==> config.mk <==
export PLATFORM = sky130hd
export DESIGN_NAME = csr_uart_flat
export DESIGN_NICKNAME = d
export VERILOG_FILES = /design/src/rtl/csr_uart_pkg.sv /design/src/rtl/csr_uart_if.sv /design/src/rtl/csr_uart_sync_fifo.sv /design/src/rtl/csr_uart.sv /design/src/flat_wrapper.sv
export SDC_FILE = /design/constraint.sdc
export NUM_CORES = 1
export LEC_CHECK = 0
export BUFFER_PORTS_ARGS = -buffer_cell sky130_fd_sc_hd__buf_2
export CORE_ASPECT_RATIO = 1.4
export CORE_MARGIN = 2
export CORE_UTILIZATION = 50
export DETAILED_ROUTE_END_ITERATION = 7
export PLACE_DENSITY = 0.83
export RECOVER_POWER = 25
export SYNTH_ARGS = -nofsm -noshare
export SYNTH_HDL_FRONTEND = slang
export SYNTH_HIERARCHICAL = 1
export SYNTH_SLANG_ARGS = --single-unit
==> constraint.sdc <==
create_clock -name clk -period 3.98 [get_ports clk]
set_clock_uncertainty 0.2 [all_clocks]
set_input_delay 0.796 -clock clk [delete_from_list [all_inputs] [get_ports clk]]
set_output_delay 0.796 -clock clk [all_outputs]
set_load 0.01 [all_outputs]
==> src/rtl/csr_uart_pkg.sv <==
// Shared CSR addresses, UART status bit positions and FSM state encoding.
package csr_uart_pkg;

  localparam logic [11:0] CSR_UART = 12'hbc0;
  // Simulation-only character print port; decoded outside this block.
  localparam logic [11:0] CSR_SIM  = 12'hbc1;

  localparam logic [2:0] MOD_WRITE = 3'd1;

  localparam int ST_RX_VALID     = 8;
  localparam int ST_TX_FULL      = 9;
  localparam int ST_TX_IDLE      = 10;
  localparam int ST_RX_OVERRUN   = 11;
  localparam int ST_RX_FRAME_ERR = 12;

  typedef enum logic [1:0] {
    S_IDLE,
    S_START,
    S_DATA,
    S_STOP
  } uart_state_e;

endpackage

==> src/rtl/csr_uart_if.sv <==
// CSR port bundle: request side driven by the pipeline, response by the peripheral.
interface csr_uart_if;
  logic        read;
  logic [2:0]  modify;
  logic [31:0] wdata;
  logic [11:0] addr;
  logic [31:0] rdata;
  logic        valid;

  modport master (output read, modify, wdata, addr, input rdata, valid);
  modport slave  (input read, modify, wdata, addr, output rdata, valid);
endinterface

==> src/rtl/csr_uart_sync_fifo.sv <==
// Single-clock FIFO; pointers carry one extra wrap bit to tell full from empty.
module csr_uart_sync_fifo #(
  parameter int WIDTH = 8,
  parameter int LOG   = 3
) (
  input  logic             clk,
  input  logic             rstn,
  input  logic             push,
  input  logic [WIDTH-1:0] wdata,
  input  logic             pop,
  output logic [WIDTH-1:0] rdata,
  output logic             empty,
  output logic             full
);

  localparam int DEPTH = 2 ** LOG;

  logic [WIDTH-1:0] mem [DEPTH];
  logic [LOG:0]     wr_ptr;
  logic [LOG:0]     rd_ptr;

  assign empty = (wr_ptr == rd_ptr);
  assign full  = (wr_ptr[LOG] != rd_ptr[LOG]) && (wr_ptr[LOG-1:0] == rd_ptr[LOG-1:0]);
  assign rdata = mem[rd_ptr[LOG-1:0]];

  // Pointer update; a push while full is dropped, a pop while empty is ignored.
  always_ff @(posedge clk or negedge rstn) begin
    if (!rstn) begin
      wr_ptr <= '0;
      rd_ptr <= '0;
    end else begin
      if (push && !full)  wr_ptr <= wr_ptr + 1'b1;
      if (pop  && !empty) rd_ptr <= rd_ptr + 1'b1;
    end
  end

  // Storage write; contents need no reset since the pointers gate visibility.
  always_ff @(posedge clk) begin
    if (push && !full) mem[wr_ptr[LOG-1:0]] <= wdata;
  end

endmodule

==> src/rtl/csr_uart.sv <==
// CSR-mapped 8N1 UART: TX bytes queue in a FIFO, RX keeps one byte for software.
module csr_uart
  import csr_uart_pkg::*;
#(
  parameter int CLOCK_DIVIDE = 868,
  parameter int FIFO_LOG     = 3
) (
  input  logic      clk,
  input  logic      rstn,
  csr_uart_if.slave bus,
  output logic      tx,
  input  logic      rx
);

  localparam int BAUD_W = (CLOCK_DIVIDE > 2) ? $clog2(CLOCK_DIVIDE) : 1;
  localparam logic [BAUD_W-1:0] BAUD_LAST = BAUD_W'(CLOCK_DIVIDE - 1);
  // Edge detection already costs a cycle, so the start sample lands at CLOCK_DIVIDE/2.
  localparam logic [BAUD_W-1:0] BAUD_MID  = BAUD_W'((CLOCK_DIVIDE / 2) - 1);

  logic [11:0]       addr_p1;
  logic              read_p1, hit_p1, push_p1;
  logic [31:0]       status;
  logic [7:0]        fifo_rdata;
  logic              fifo_empty, fifo_full, tx_idle;
  uart_state_e       tx_state, tx_state_n, rx_state, rx_state_n;
  logic [7:0]        tx_shift, tx_shift_n, rx_shift, rx_shift_n;
  logic [2:0]        tx_bit, tx_bit_n, rx_bit, rx_bit_n;
  logic [BAUD_W-1:0] tx_baud, tx_baud_n, rx_baud, rx_baud_n;
  logic              tx_pop, rx_done_ok, rx_done_bad;
  logic              rx_meta, rx_sync, rx_prev;
  logic [7:0]        rx_byte;
  logic              rx_valid, rx_overrun, rx_frame_err;
  logic              unused_wdata;

  assign unused_wdata = ^bus.wdata[31:8];

  // Request stage: capture address and read so the data phase follows one cycle later.
  always_ff @(posedge clk or negedge rstn) begin
    if (!rstn) begin
      addr_p1 <= '0;
      read_p1 <= 1'b0;
    end else begin
      addr_p1 <= bus.addr;
      read_p1 <= bus.read && (bus.addr == CSR_UART);
    end
  end

  assign hit_p1    = (addr_p1 == CSR_UART);
  assign push_p1   = hit_p1 && (bus.modify == MOD_WRITE);
  assign tx_idle   = fifo_empty && (tx_state == S_IDLE);
  assign bus.valid = read_p1 || (hit_p1 && (bus.modify != 3'd0));
  assign bus.rdata = read_p1 ? status : 32'h0;

  // Status word as seen in the data phase, before any read-clear takes effect.
  always_comb begin
    status                  = '0;
    status[7:0]             = rx_byte;
    status[ST_RX_VALID]     = rx_valid;
    status[ST_TX_FULL]      = fifo_full;
    status[ST_TX_IDLE]      = tx_idle;
    status[ST_RX_OVERRUN]   = rx_overrun;
    status[ST_RX_FRAME_ERR] = rx_frame_err;
  end

  csr_uart_sync_fifo #(.WIDTH(8), .LOG(FIFO_LOG)) u_fifo (
    .clk   (clk),
    .rstn  (rstn),
    .push  (push_p1),
    .wdata (bus.wdata[7:0]),
    .pop   (tx_pop),
    .rdata (fifo_rdata),
    .empty (fifo_empty),
    .full  (fifo_full)
  );

  // TX next state: pop only on a registered non-empty FIFO, chain frames from STOP.
  always_comb begin
    tx_state_n = tx_state;
    tx_shift_n = tx_shift;
    tx_bit_n   = tx_bit;
    tx_baud_n  = tx_baud + 1'b1;
    tx_pop     = 1'b0;
    case (tx_state)
      S_IDLE: begin
        tx_baud_n = '0;
        if (!fifo_empty) begin
          tx_pop     = 1'b1;
          tx_shift_n = fifo_rdata;
          tx_bit_n   = '0;
          tx_state_n = S_START;
        end
      end
      S_START: begin
        if (tx_baud == BAUD_LAST) begin
          tx_baud_n  = '0;
          tx_state_n = S_DATA;
        end
      end
      S_DATA: begin
        if (tx_baud == BAUD_LAST) begin
          tx_baud_n  = '0;
          tx_shift_n = {1'b1, tx_shift[7:1]};
          tx_bit_n   = tx_bit + 3'd1;
          if (tx_bit == 3'd7) tx_state_n = S_STOP;
        end
      end
      S_STOP: begin
        if (tx_baud == BAUD_LAST) begin
          tx_baud_n = '0;
          if (!fifo_empty) begin
            tx_pop     = 1'b1;
            tx_shift_n = fifo_rdata;
            tx_bit_n   = '0;
            tx_state_n = S_START;
          end else begin
            tx_state_n = S_IDLE;
          end
        end
      end
      default: tx_state_n = S_IDLE;
    endcase
  end

  // TX control registers; reset aborts any frame and forces the line idle.
  always_ff @(posedge clk or negedge rstn) begin
    if (!rstn) begin
      tx_state <= S_IDLE;
      tx_bit   <= '0;
      tx_baud  <= '0;
    end else begin
      tx_state <= tx_state_n;
      tx_bit   <= tx_bit_n;
      tx_baud  <= tx_baud_n;
    end
  end

  // TX shift register; only meaningful while a frame is active.
  always_ff @(posedge clk) begin
    tx_shift <= tx_shift_n;
  end

  assign tx = (tx_state == S_START) ? 1'b0 :
              (tx_state == S_DATA)  ? tx_shift[0] : 1'b1;

  // RX synchronizer plus one history flop for falling-edge detection.
  always_ff @(posedge clk or negedge rstn) begin
    if (!rstn) begin
      rx_meta <= 1'b1;
      rx_sync <= 1'b1;
      rx_prev <= 1'b1;
    end else begin
      rx_meta <= rx;
      rx_sync <= rx_meta;
      rx_prev <= rx_sync;
    end
  end

  // RX next state: mid-bit sampling, early return to IDLE after the stop sample.
  always_comb begin
    rx_state_n  = rx_state;
    rx_shift_n  = rx_shift;
    rx_bit_n    = rx_bit;
    rx_baud_n   = rx_baud + 1'b1;
    rx_done_ok  = 1'b0;
    rx_done_bad = 1'b0;
    case (rx_state)
      S_IDLE: begin
        rx_baud_n = '0;
        if (rx_prev && !rx_sync) rx_state_n = S_START;
      end
      S_START: begin
        if (rx_baud == BAUD_MID) begin
          rx_baud_n  = '0;
          rx_bit_n   = '0;
          rx_state_n = rx_sync ? S_IDLE : S_DATA;
        end
      end
      S_DATA: begin
        if (rx_baud == BAUD_LAST) begin
          rx_baud_n  = '0;
          rx_shift_n = {rx_sync, rx_shift[7:1]};
          rx_bit_n   = rx_bit + 3'd1;
          if (rx_bit == 3'd7) rx_state_n = S_STOP;
        end
      end
      S_STOP: begin
        if (rx_baud == BAUD_LAST) begin
          rx_state_n  = S_IDLE;
          rx_done_ok  = rx_sync;
          rx_done_bad = !rx_sync;
        end
      end
      default: rx_state_n = S_IDLE;
    endcase
  end

  // RX control registers.
  always_ff @(posedge clk or negedge rstn) begin
    if (!rstn) begin
      rx_state <= S_IDLE;
      rx_bit   <= '0;
      rx_baud  <= '0;
    end else begin
      rx_state <= rx_state_n;
      rx_bit   <= rx_bit_n;
      rx_baud  <= rx_baud_n;
    end
  end

  // RX shift register; contents only matter once a full frame has been sampled.
  always_ff @(posedge clk) begin
    rx_shift <= rx_shift_n;
  end

  // Holding register and sticky flags; a hardware set beats a same-cycle read-clear.
  always_ff @(posedge clk or negedge rstn) begin
    if (!rstn) begin
      rx_byte      <= '0;
      rx_valid     <= 1'b0;
      rx_overrun   <= 1'b0;
      rx_frame_err <= 1'b0;
    end else begin
      if (rx_done_ok) rx_byte <= rx_shift;
      if (rx_done_ok)   rx_valid <= 1'b1;
      else if (read_p1) rx_valid <= 1'b0;
      if (rx_done_ok && rx_valid) rx_overrun <= 1'b1;
      else if (read_p1)           rx_overrun <= 1'b0;
      if (rx_done_bad)  rx_frame_err <= 1'b1;
      else if (read_p1) rx_frame_err <= 1'b0;
    end
  end

endmodule

==> src/flat_wrapper.sv <==
// flat-port wrapper written by rule: the top's interface ports become plain ports
module csr_uart_flat import csr_uart_pkg::*;
#(
  parameter int CLOCK_DIVIDE = 868,
  parameter int FIFO_LOG     = 3
)
  (clk, rstn, tx, rx, bus_read, bus_modify, bus_wdata, bus_addr, bus_rdata, bus_valid);
  csr_uart_if bus_i ();
  input  logic clk;
  input  logic rstn;
  output logic tx;
  input  logic rx;
  input wire logic [$bits(bus_i.read)-1:0] bus_read;
  input wire logic [$bits(bus_i.modify)-1:0] bus_modify;
  input wire logic [$bits(bus_i.wdata)-1:0] bus_wdata;
  input wire logic [$bits(bus_i.addr)-1:0] bus_addr;
  output wire logic [$bits(bus_i.rdata)-1:0] bus_rdata;
  output wire logic [$bits(bus_i.valid)-1:0] bus_valid;
  assign bus_i.read = bus_read;
  assign bus_i.modify = bus_modify;
  assign bus_i.wdata = bus_wdata;
  assign bus_i.addr = bus_addr;
  assign bus_rdata = bus_i.rdata;
  assign bus_valid = bus_i.valid;
  csr_uart #(.CLOCK_DIVIDE(CLOCK_DIVIDE), .FIFO_LOG(FIFO_LOG)) u_core (.clk(clk), .rstn(rstn), .bus(bus_i), .tx(tx), .rx(rx));
endmodule
=== Word-level counts from Yosys, hierarchy flattened ===
Memories as Yosys holds them, arrays and structs flattened.
Index checks and enable logic that the tools add are counted.

* Add/subtract/negate cells: 6
* Reduce and logical (&&, ||, !) cells: 27
* Multiplexer cells: 46
* Eq/ne operators: 27

{| class="wikitable"
|+ Operator list
! kind !! number
|-
| 10-bit 2-to-1 mux || 3
|-
| 10-bit one-hot mux with 3 select lines || 1
|-
| 12-bit equality test, second input constant || 2
|-
| 8-bit 2-to-1 mux || 3
|-
| 8-bit one-hot mux with 3 select lines || 1
|-
| 2-bit 2-to-1 mux || 11
|-
| 10-bit by 1-bit adder with 10-bit output, second input constant || 2
|-
| 10-bit equality test, second input constant || 2
|-
| 10-bit one-hot mux with 2 select lines || 1
|-
| 2-bit by 1-bit inequality test with 1-bit output, second input constant || 9
|-
| 2-bit one-hot mux with 4 select lines || 2
|-
| 1-bit 2-to-1 mux || 15
|-
| 3-bit 2-to-1 mux || 5
|-
| 13-bit 2-to-1 mux || 1
|-
| 10-bit by 9-bit equality test with 1-bit output, second input constant || 1
|-
| 5-bit AND reduction || 2
|-
| 1-bit logical AND || 9
|-
| 3-bit one-hot mux with 3 select lines || 1
|-
| 4-bit by 1-bit adder with 4-bit output, second input constant || 2
|-
| 2-bit equality test, second input constant || 4
|-
| 2-bit nonzero test || 4
|-
| 3-bit by 1-bit adder with 3-bit output, second input constant || 2
|-
| 3-bit equality test, second input constant || 2
|-
| 3-bit one-hot mux with 2 select lines || 1
|-
| 14 further kinds || 20
|}

* Register bits after elaboration: 81
* Output and inout port bits: 34
* Memory bits (writable): 64
* Logic and storage cells: 126
* Bits of input ports: 51
* Memories kept: 1

{| class="wikitable"
|+ Memories
! name !! depth !! width !! rd ports !! clocked after memory_dff !! write ports !! line !! RTL
|-
| u_core.u_fifo.mem || 8 || 8 || 1 || 0 || 1 || csr_uart_sync_fifo.sv:18 || <nowiki>logic [WIDTH-1:0] mem [DEPTH];</nowiki>
|}

=== Longest topological paths before layout ===
* Word-level depth: 6
* Mapped depth: 9

=== Cells and area by module ===
Netlist, hierarchy kept.

{| class="wikitable"
|+ By module, submodules not included
! module !! cells an instance !! sequential area each (sq um) !! times used !! area each (sq um)
|-
| csr_uart || 281 || 1,910.6 || 1 || 3,339.5
|-
| csr_uart_sync_fifo || 151 || 2,122.0 || 1 || 3,173.0
|}

=== Worst setup path after synthesis ===
Ideal clock, no wire load.

* Kind: input port to flip-flop
* Start: input port bus_modify[1]
* End: memory u_core.u_fifo.mem[0][0], enable pin
* Setup time: 0.383 ns
* Slack: 1.088 ns
* Stages on the path: 6
* Arrival: 2.309 ns
* Cell sequence: nor2_1 > nand2_1 > nor3_1 > nor2b_1 > o41ai_2 > nor3_1

* Cells in the longest elaborated chain, start to end: 5

{| class="wikitable"
|+ RTL lines
! item !! line !! RTL
|-
| start: declaration || flat_wrapper.sv:14 || <nowiki>input wire logic [$bits(bus_i.modify)-1:0] bus_modify;</nowiki>
|-
| 3-bit by 1-bit equality test with 1-bit output || csr_uart.sv:49 || <nowiki>assign push_p1 = hit_p1 && (bus.modify == MOD_WRITE);</nowiki>
|-
| 1-bit logical AND || csr_uart.sv:49 ||
|-
| named net u_core.push_p1 || csr_uart.sv:21 || <nowiki>logic read_p1, hit_p1, push_p1;</nowiki>
|-
| 1-bit logical AND || csr_uart_sync_fifo.sv:39 || <nowiki>if (push && !full) mem[wr_ptr[LOG-1:0]] <= wdata;</nowiki>
|-
| 1-bit 2-to-1 mux || csr_uart_sync_fifo.sv:39 ||
|-
| 1-bit 2-to-1 mux (implied by the code) || csr_uart_sync_fifo.sv:39 ||
|-
| end: declaration || csr_uart_sync_fifo.sv:18 ||
|}

The timed path passes the listed nets, and every way through them passes these cells.

=== Final worst setup path ===
* Start: register u_core.u_fifo.wr_ptr[0]
* End: output port bus_rdata[10]

* Cells in the longest elaborated chain, start to end: 3

{| class="wikitable"
|+ RTL lines
! item !! line !! RTL
|-
| start: declaration || csr_uart_sync_fifo.sv:19 || <nowiki>logic [LOG:0] wr_ptr;</nowiki>
|-
| start signal: assignment || csr_uart_sync_fifo.sv:32 || <nowiki>if (push && !full) wr_ptr <= wr_ptr + 1'b1;</nowiki>
|-
| 4-bit equality test || csr_uart_sync_fifo.sv:22 || <nowiki>assign empty = (wr_ptr == rd_ptr);</nowiki>
|-
| named net u_core.fifo_empty || csr_uart.sv:24 || <nowiki>logic fifo_empty, fifo_full, tx_idle;</nowiki>
|-
| 1-bit logical AND || csr_uart.sv:50 || <nowiki>assign tx_idle = fifo_empty && (tx_state == S_IDLE);</nowiki>
|-
| 13-bit 2-to-1 mux || csr_uart.sv:52 || <nowiki>assign bus.rdata = read_p1 ? status : 32'h0;</nowiki>
|-
| end: declaration || flat_wrapper.sv:17 || <nowiki>output wire logic [$bits(bus_i.rdata)-1:0] bus_rdata;</nowiki>
|}

The timed path passes the listed nets, and every way through them passes these cells.

==> impl_metrics.csv <==
group,metric,value,unit
status,status,"complete, no violations",
floorplan,initial_core_util,0.508,
detailed_routing,avgViaCountPerCell,5.74,
power,ir_drop,0.330,mV
sta,max_slew_margin,0.279,
grt,grt_antenna_before_repair,0,
sta,worst_pin_slew,1.07,ns
synthesis,synth_top_cell_by_area,"edfxtp_1",
layout,drive_gt1_frac,0.232,
power,power_per_cell_area,521,nW/um2
layout,area_delta_synth_final,14.1,%
floorplan,fp.dieH,139,um
clocking,root_buffer,"clkbuf_16",
worst_setup_path,rr_startpoint,"u_core/u_fifo/wr_ptr[0]",
synthesis,yosysWarningCount,6,
grt,grt_pass1_wl,19.4,mm
synthesis,synth_edf_count,80,
sta,period_minus_slack,3.30,ns
hold_path,hold_start,"u_core/rx_meta",
synthesis,async_reset_ff_frac,0.448,
clocking,cts_setup_buffers,0,
detailed_routing,wl_per_cell,18.3,um
sta,report.final.slew_viol_count,0,
synthesis,synth_seq_cells,145,
worst_setup_path,worstRegToRegCells,7,
sta,tns,0,ns
synthesis,synth_area_leaders,"edfxtp_1 37%, dfrtp_1 24%, mux4_1 3.6%",
synthesis,ys_seq_area_frac,0.619,
synthesis,synth.cell_area,6510,um2
synthesis,synth_cells,432,
worst_setup_path,critPathLaunchType,"register",
layout,fin_nets,553,
power,p_leak,2.99,nW
clocking,clk_pin_slew,0.06,ns
synthesis,yosysMostFrequentCell,"edfxtp_1",
synthesis,netlist.area_leader.share,0.369,
clocking,cts_resized,0,
placement,hpwl,7.73,mm
floorplan,core,12800,um2
detailed_routing,route.detailed.drc,0,
worst_setup_path,crit_path_max_fanout,10,
grt,grt_pass1_vias,3877,
layout,fin_util,0.580,
detailed_routing,vias,3752,
floorplan,die_area,14000,um2
sta,hold_slack,0.159,ns
synthesis,syn_area_per_cell,15.1,um2
placement,gp_congestion,0.816,
detailed_routing,drtIter0Drc,150,
worst_setup_path,cp.arrival,2.31,ns
worst_setup_path,crit_chain,"xor2_2, or3_4, nor2_1, buf_4, and3_1, buf_2",
floorplan,io_pins,85,
placement,io_buffers,41,
layout,diodes,0,
clocking,clock_path_buffers,2,
floorplan,num_rows,49,
worst_setup_path,cp.required,2.98,ns
worst_setup_path,crit_start,"u_core/u_fifo/wr_ptr[0]",
clocking,clkLatencyLatePin,0.42,ns
worst_setup_path,path_class,"reg -> out",
worst_setup_path,crit_slowest_cell,"dfrtp_1",
clocking,cts_sinks,145,
clocking,postCtsHoldBufs,0,
sta,setup_violations,0,
sta,fmax,0.303,GHz
grt,grt_max_degree,50,
detailed_routing,final_antenna_net_count,0,
detailed_routing,dr.pass1.iters,4,
hold_path,hold_path.class,"reg -> reg",
synthesis,yosysUniqueCellTypes,64,
clocking,cts_tree,"done",
sta,hold_viol,0,
synthesis,synthTopCellsByCount,"80 x edfxtp_1, 62 x dfrtp_1, 35 x nor2_1, 20 x buf_4, 16 x nand2_1",
clocking,cts.htree.levels,4,
grt,grt_usage,0.183,
synthesis,synthFlopType,"edfxtp_1",
hold_path,worstHoldPathCells,0,
grt,grt_overflow,0,
floorplan,fp.dieW,100,um
sta,grt_setup_unrepaired,"false",
worst_setup_path,cp-end-kind,"output port",
clocking,numCtsBuffers,17,
sta,fin_crit_sh,0.830,
detailed_routing,wl,11.9,mm
job,max_cap_violations,0,
worst_setup_path,critPathMaxStageDelay,0.57,ns
[power by group]
group / total [mW] / leakage [nW] / switching [mW] / internal, mW
Clock: 1.65 / 0.304 / 0.611 / 1.04
Sequential: 1.81 / 1.56 / 0.109 / 1.70
Combinational: 0.415 / 1.13 / 0.250 / 0.165
Total: 3.87 / 2.99 / 0.970 / 2.90
[stage by stage]
stage	total power [mW]	cells	instance area [um2]	setup WS, ns
after floorplan	2.12	450	6580	1.09
after global placement	2.20	622	6830	1.15
after detailed placement	2.23	622	6830	1.06
after CTS	3.90	654	7450	0.668
after global routing	4.02	654	7430	0.537
final	3.87	654	7430	0.678
[cell usage in the layout, fill, tap and decap left out, types with 4 or more instances in the layout]
cell type / instances
a21oi_1: 4
a22o_1: 9
and2_1: 14
buf_2: 28
buf_4: 13
clkbuf_1: 14
clkbuf_16: 18
clkinv_4: 4
conb_1: 19
dfrtp_1: 62
edfxtp_1: 80
ha_1: 14
inv_1: 13
mux2_2: 11
mux2_4: 9
mux4_1: 9
mux4_2: 7
nand2_1: 16
nand3_1: 5
nand4_1: 8
nor2_1: 35
nor3_1: 11
o21ai_0: 4
xnor2_1: 14
xor2_1: 8
[flip-flops by register name (all words and copies together), names as in the netlist, named ones only]
name,flops
u_core/rx_frame_err,1
u_core/tx_baud,10
u_core/rx_state,1
u_core/rx_meta,1
u_core/rx_bit,3
u_core/rx_baud,10
u_core/rx_valid,1
u_core/tx_bit,3
u_core/rx_prev,1
u_core/tx_shift,8
u_core/read_p1,1
u_core/rx_byte,8
u_core/rx_shift,8
u_core/tx_state,2
u_core/rx_sync,1
u_core/u_fifo/wr_ptr,4
u_core/u_fifo/rd_ptr,4
u_core/addr_p1,12
u_core/rx_overrun,1
u_core/u_fifo/mem,64
[cell families (layout without fill, tap and decap cells)]
kind of cell / Yosys count / count (layout) / share of synthesized area
flops: 145 / 145 / 0.619
simple gates: 117 / 117 / 0.102
buf+inv: 48 / 99 / 0.0457
compound gates: 44 / 44 / 0.0619
mux: 38 / 38 / 0.103
xor+xnor: 25 / 25 / 0.0405
fa+ha+maj: 14 / 14 / 0.0269
other cells: 1 / 19 / 0.000576
[worst paths after layout]
path | to | slack [ns]
setup / recovery | bus_rdata[10] | 0.68
hold / removal | u_core/rx_sync | 0.16
setup reg to reg | u_core/u_fifo/rd_ptr[1] | 1.04
hold reg to reg | u_core/rx_sync | 0.16
max in group asynchronous | u_core/addr_p1[1] | 2.39
min in group asynchronous | u_core/rx_byte[0] | 0.37
[critical path, delay by kind of cell (launching register included)]
family / cells / cell delay (ns)
XOR/XNOR: 1 / 0.55
buffers and inverters: 2 / 0.31
flip-flops: 1 / 0.57
AND/OR/NAND/NOR: 3 / 0.45
[per-layer routing]
metal | GRT usage | vias to the layer above | part of all wire
li1 | - | 1700 | -
met1 | 0.213 | 1899 | 0.39
met2 | 0.311 | 132 | 0.54
met3 | 0.0575 | 21 | 0.047
met4 | 0.0735 | 0 | 0.020
met5 | 0 | - | 0
[cell type report]
type	count	area [um2]
multi-input combinational	257	2250
clock inverter	12	154
clock buffer	20	468
sequential	145	4030
fill	939	5380
tap	153	191
timing repair buffer	54	287
inverter	13	48.8
Power figures use the tool's default switching activity.
